<file path="config.mk">
export PLATFORM = sky130hd
export DESIGN_NAME = ddr3_dqs_tx_sched
export DESIGN_NICKNAME = d
export VERILOG_FILES = /design/src/rtl/ddr3_phy_pkg.sv /design/src/rtl/ddr3_dqs_slot_sched.sv /design/src/rtl/ddr3_dqs_tx_sched.sv
export SDC_FILE = /design/constraint.sdc
export NUM_CORES = 1
export LEC_CHECK = 0
export ABC_AREA = 1
export CAP_MARGIN = 20
export CORE_ASPECT_RATIO = 0.75
export CORE_MARGIN = 4
export CORE_UTILIZATION = 50
export CTS_BUF_LIST = sky130_fd_sc_hd__clkbuf_8
export DETAILED_ROUTE_END_ITERATION = 6
export PLACE_DENSITY = 0.82
export SLEW_MARGIN = 20
export SYNTH_ARGS = -nofsm -noshare
export SYNTH_HDL_FRONTEND = slang
export SYNTH_SLANG_ARGS = --single-unit
</file>
<file path="constraint.sdc">
create_clock -name FAB_CLK -period 2.55 [get_ports FAB_CLK]
set_clock_uncertainty 0.05 [all_clocks]
set_input_delay 0.51 -clock FAB_CLK [delete_from_list [all_inputs] [get_ports FAB_CLK]]
set_output_delay 0.51 -clock FAB_CLK [all_outputs]
set_load 0.02 [all_outputs]
</file>
<file path="src/rtl/ddr3_phy_pkg.sv">
// ddr3_phy_pkg: shared DQS strobe patterns, output-enable shapes and cycle classes for the DDR3 PHY lane logic.
package ddr3_phy_pkg;
  localparam logic [7:0] DQS_TOGGLE = 8'b01010101;
  localparam logic [3:0] OE_FULL = 4'hF;
  localparam logic [3:0] OE_PRE = 4'b1000;
  localparam logic [3:0] OE_POST = 4'b0001;
  localparam logic [3:0] OE_GAP = 4'b1001;
  typedef enum logic [2:0] {IDLE, PRE, DATA, POST, GAP} cyc_cls_e;
  function automatic cyc_cls_e classify(input logic cur, input logic prv, input logic nxt);
    return cur ? DATA : (nxt && !prv) ? PRE : (prv && !nxt) ? POST : (prv && nxt) ? GAP : IDLE;
  endfunction
  function automatic logic [3:0] oe_of(input cyc_cls_e c);
    return c == DATA ? OE_FULL : c == PRE ? OE_PRE : c == POST ? OE_POST : c == GAP ? OE_GAP : 4'h0;
  endfunction
endpackage

</file>
<file path="src/rtl/ddr3_dqs_slot_sched.sv">
// ddr3_dqs_slot_sched: data-slot shift register with write-request insertion and overlap detection.
module ddr3_dqs_slot_sched #(
  parameter int WR_LAT = 4,
  parameter int MAX_BURSTS = 8,
  parameter int DEPTH = WR_LAT + MAX_BURSTS + 2
) (
  input  logic             clk,
  input  logic             rst,
  input  logic             wr_req,
  input  logic [3:0]       num,
  output logic [DEPTH-1:0] s_q,
  output logic [DEPTH-1:0] s_d,
  output logic             coll
);
  logic [3:0] n;
  logic [DEPTH-1:0] mask;
  logic [DEPTH-1:0] shifted;
  // Bit WR_LAT-1 of the post-insert register reaches S[0] in the cycle before data cycle t+WR_LAT+1.
  always_comb begin
    n = (num > 4'(MAX_BURSTS)) ? 4'(MAX_BURSTS) : num;
    mask = '0;
    for (int i = 0; i < MAX_BURSTS; i++) if (wr_req && i < int'(n)) mask[WR_LAT-1+i] = 1'b1;
    shifted = s_q >> 1;
    s_d = shifted | mask;
    coll = |(shifted & mask);
  end
  always_ff @(posedge clk) s_q <= rst ? '0 : s_d;
endmodule

</file>
<file path="src/rtl/ddr3_dqs_tx_sched.sv">
// ddr3_dqs_tx_sched: DQS write-strobe generator driving one byte lane's IOD TX data, output enable and ODT.
module ddr3_dqs_tx_sched
  import ddr3_phy_pkg::*;
#(
  parameter int WR_LAT = 4,
  parameter int MAX_BURSTS = 8
) (
  input  logic       FAB_CLK,
  input  logic       TX_SYNC_RST,
  input  logic       WR_REQ,
  input  logic [3:0] WR_NUM_BURSTS,
  input  logic       CLEAR_ERR,
  output logic [7:0] TX_DATA_0,
  output logic [3:0] OE_DATA_0,
  output logic       ODT_EN_0,
  output logic       WR_BUSY,
  output logic       COLLISION_ERR
);
  localparam int SCHED_DEPTH = WR_LAT + MAX_BURSTS + 2;
  logic [SCHED_DEPTH-1:0] s_q, s_d;
  logic coll;
  logic prv_q, prv_d, odt_q, odt_d, busy_q, busy_d, err_q, err_d;
  logic [7:0] tx_q, tx_d;
  logic [3:0] oe_q, oe_d, oe_nn;
  cyc_cls_e cls;
  ddr3_dqs_slot_sched #(.WR_LAT(WR_LAT), .MAX_BURSTS(MAX_BURSTS), .DEPTH(SCHED_DEPTH)) u_slot (
    .clk(FAB_CLK), .rst(TX_SYNC_RST), .wr_req(WR_REQ), .num(WR_NUM_BURSTS),
    .s_q(s_q), .s_d(s_d), .coll(coll)
  );
  // ODT looks one output cycle ahead, so the following cycle is classified from the post-insert schedule.
  always_comb begin
    cls = classify(s_q[0], prv_q, s_q[1]);
    tx_d = cls == DATA ? DQS_TOGGLE : 8'h00;
    oe_d = oe_of(cls);
    oe_nn = oe_of(classify(s_d[0], s_q[0], s_d[1]));
    prv_d = s_q[0];
    odt_d = ~(|{oe_q, oe_d, oe_nn});
    busy_d = (|s_d) || prv_d || (|oe_d);
    err_d = coll || (err_q && !CLEAR_ERR);
  end
  always_ff @(posedge FAB_CLK) begin
    prv_q <= TX_SYNC_RST ? 1'b0 : prv_d;
    tx_q <= TX_SYNC_RST ? 8'h00 : tx_d;
    oe_q <= TX_SYNC_RST ? 4'h0 : oe_d;
    odt_q <= TX_SYNC_RST ? 1'b1 : odt_d;
    busy_q <= TX_SYNC_RST ? 1'b0 : busy_d;
    err_q <= TX_SYNC_RST ? 1'b0 : err_d;
  end
  assign TX_DATA_0 = tx_q;
  assign OE_DATA_0 = oe_q;
  assign ODT_EN_0 = odt_q;
  assign WR_BUSY = busy_q;
  assign COLLISION_ERR = err_q;
endmodule
</file>
==> impl_metrics.json <==
{
  "clk_pin_slew_ns": 0.06,
  "cpPeakStageDelay_ns": 0.64,
  "dpl.hpwl_um": 1535,
  "vias": 831,
  "cts_tree": "done",
  "crit_slowest_cell": "clkdlybuf4s50_1",
  "finalCritPeriodShare_pct": 73.12,
  "diodes": 0,
  "die_h_um": 45.84,
  "cp_cell_sequence": "clkdlybuf4s50_1",
  "netlist_area_um2": 954.7,
  "drive_above_1_share_pct": 9.459,
  "ys_ff_latch": 18,
  "ctsHoldBuffers": 0,
  "p_sw_share_pct": 26.62,
  "multi_input_area_um2": 447.9,
  "cp_max_fo": 7,
  "insertion_delay_ns": 0.25,
  "rsz0062_at_grt": "no",
  "crit_family": "buffers and inverters",
  "power_density_mw_per_mm2": 536.3,
  "finalNetCount": 164,
  "critical_path_arrival_ns": 1.30,
  "synth.area.top_cells": "dfxtp_1, nor2_1, inv_1, ha_1, nand2_1",
  "cts_max_level": 1,
  "yosysSeqAreaShare_pct": 37.75,
  "peakVddDrop_mv": 0.4267,
  "core_area_mm2": 0.001773,
  "numCtsBuffers": 3,
  "fmax_mhz": 536.3,
  "rows": 13,
  "crit_path_start_kind": "flip-flop",
  "cts_root_buf": "clkbuf_8",
  "yosysUniqueCellTypes": 21,
  "seqPwrFrac_pct": 50.0,
  "die_area_mm2": 0.002680,
  "grt_first_pass_wirelength_um": 2932,
  "cp_num_buf_inv": 1,
  "min_period_ns": 1.865,
  "register_area_um2": 360.3,
  "cts_sinks": 18,
  "io_pins": 23,
  "gr-usage-all-layers_pct": 15.14,
  "post_cts_resized": 0,
  "dpl_worst_slack_ns": 0.6441,
  "grt_max_degree": 15,
  "status": "finished, final reports clean",
  "combinationalPowerShare_pct": 19.4,
  "ant_nets": 0,
  "maxCapViolations": 0,
  "area_growth_syn_to_layout_pct": 20.58,
  "final-max-slew-violation-count": 0,
  "drt_first_pass_iters": 4,
  "place_congestion": 0.8230,
  "fin_tns_setup_ns": 0,
  "syn_avg_cell_area_um2": 7.178,
  "hp-class": "reg2reg",
  "die_w_um": 58.46,
  "required_ns": 1.99,
  "synth_top_cell_area_share_pct": 37.75,
  "critPathKind": "reg2out",
  "p_leak_nw": 0.5843,
  "final_cell_area_mm2": 0.001151,
  "clock_path_buffers": 2,
  "intPower_w": 0.0004530,
  "finalHoldViolCount": 0,
  "routed_wirelength_um": 1895,
  "yosysWarnings": 0,
  "netSwitchingPower_w": 0.0001643,
  "post_cts_buffers": 0,
  "drtIter0Drc": 21,
  "endpoint_kind": "output port",
  "initial_core_util_pct": 53.85,
  "setup_viol": 0,
  "antenna_found_initial": 0,
  "syn_inst": 133,
  "clock_power_share_pct": 30.7,
  "post_drt_via_cell_ratio": 4.888,
  "wl_per_cell_um": 11.15,
  "fillers": 141,
  "numPortBuffers": 18,
  "synth_top_area_cell": "dfxtp_1",
  "first_global_vias": 699,
  "grt.overflow.total": 0,
  "dpl_cell_area_mm2": 0.001110,
  "drc_errors": 0,
  "worst_slack_ns": 0.6853
}
[placed cells by master (no fill, tap or decap)]
cell             instances
nor2_1                  26
inv_1                   22
nand2_1                 20
dfxtp_1                 18
clkdlybuf4s50_1         18
ha_1                     6
a21oi_1                  5
nand3_1                  5
o21ai_1                  4
conb_1                   4
o21ai_0                  3
nand2_2                  3
nand2_4                  3
clkbuf_8                 3
nor2_2                   1
inv_2                    1
o21ai_2                  1
a31oi_1                  1
xor2_1                   1
nor3_1                   1
o211ai_2                 1
buf_4                    1
[power groups by stage]
stage | combinational, W | sequential (W) | clock (W)
3_3_place_gp | 0.000116 | 0.000314 | 0
4_1_cts | 0.000119 | 0.000308 | 0.000194
2_1_floorplan | 0.0000753 | 0.000321 | 0
5_1_grt | 0.000132 | 0.000310 | 0.000208
3_5_place_dp | 0.000119 | 0.000314 | 0
6_report | 0.000120 | 0.000308 | 0.000189
[cell type report]
type                            instances  share of cell area (%)
Inverter                               23                   7.500
Multi-Input combinational cell         85                   38.91
Clock buffer                            3                   3.587
Sequential cell                        18                   31.30
Tap cell                               22                   2.391
Timing Repair Buffer                   19                   16.30
[logic make-up after synthesis]
group	count (synthesis)	synth area share, %
buf+inv	33	16.51
flops	18	37.75
other cells	1	0.3928
xor+xnor	1	0.9176
compound gates	15	9.174
simple gates	59	27.39
fa+ha+maj	6	7.863
[worst paths after layout]
kind | slack (ns) | from | endpoint | cells after the start
worst max-delay path | 0.69 | OE_DATA_0[2] | TX_DATA_0[2] | 1
worst min-delay path | 0.38 | u_slot.s_q[3] | u_slot.s_q[2] | 2
worst max register to register | 0.88 | u_slot.s_q[1] | WR_BUSY | 8
worst min register to register | 0.38 | u_slot.s_q[3] | u_slot.s_q[2] | 2
[metal layers]
layer | vias up | track usage (%) | share of wire, %
met5 | - | 0 | 0
met4 | 0 | 8.796 | 2.8
met3 | 6 | 5.099 | 8.3
met2 | 36 | 24.05 | 45
met1 | 369 | 17.94 | 44
li1 | 420 | - | -
[metrics by stage]
stage               total power [W]  hold slack [ns]  std cells  util [%]
CTS                       0.0006214           0.3873        170     64.93
global placement          0.0004294           0.3692        167     62.60
floorplan                 0.0003959           0.3604        136         -
detailed placement        0.0004330           0.3783        167     62.60
global route              0.0006494           0.4240        170     64.93
finish                    0.0006173           0.3823        170     64.93
[synthesized netlist by cell type (all sizes together)]
master and n:
nor2 27, nand2 26, inv 23, dfxtp 18
buf 9, o21ai 8, ha 6, a21oi 5
nand3 5, a31oi 1, clkbuf 1, conb 1
nor3 1, o211ai 1, xor2 1
[state kept, by name (all words and copies together), names as in the netlist]
name,count
WR_BUSY,1
u_slot.s_q,11
OE_DATA_0,3
COLLISION_ERR,1
ODT_EN_0,1
prv_q,1
(Power assumes the default switching activity.)
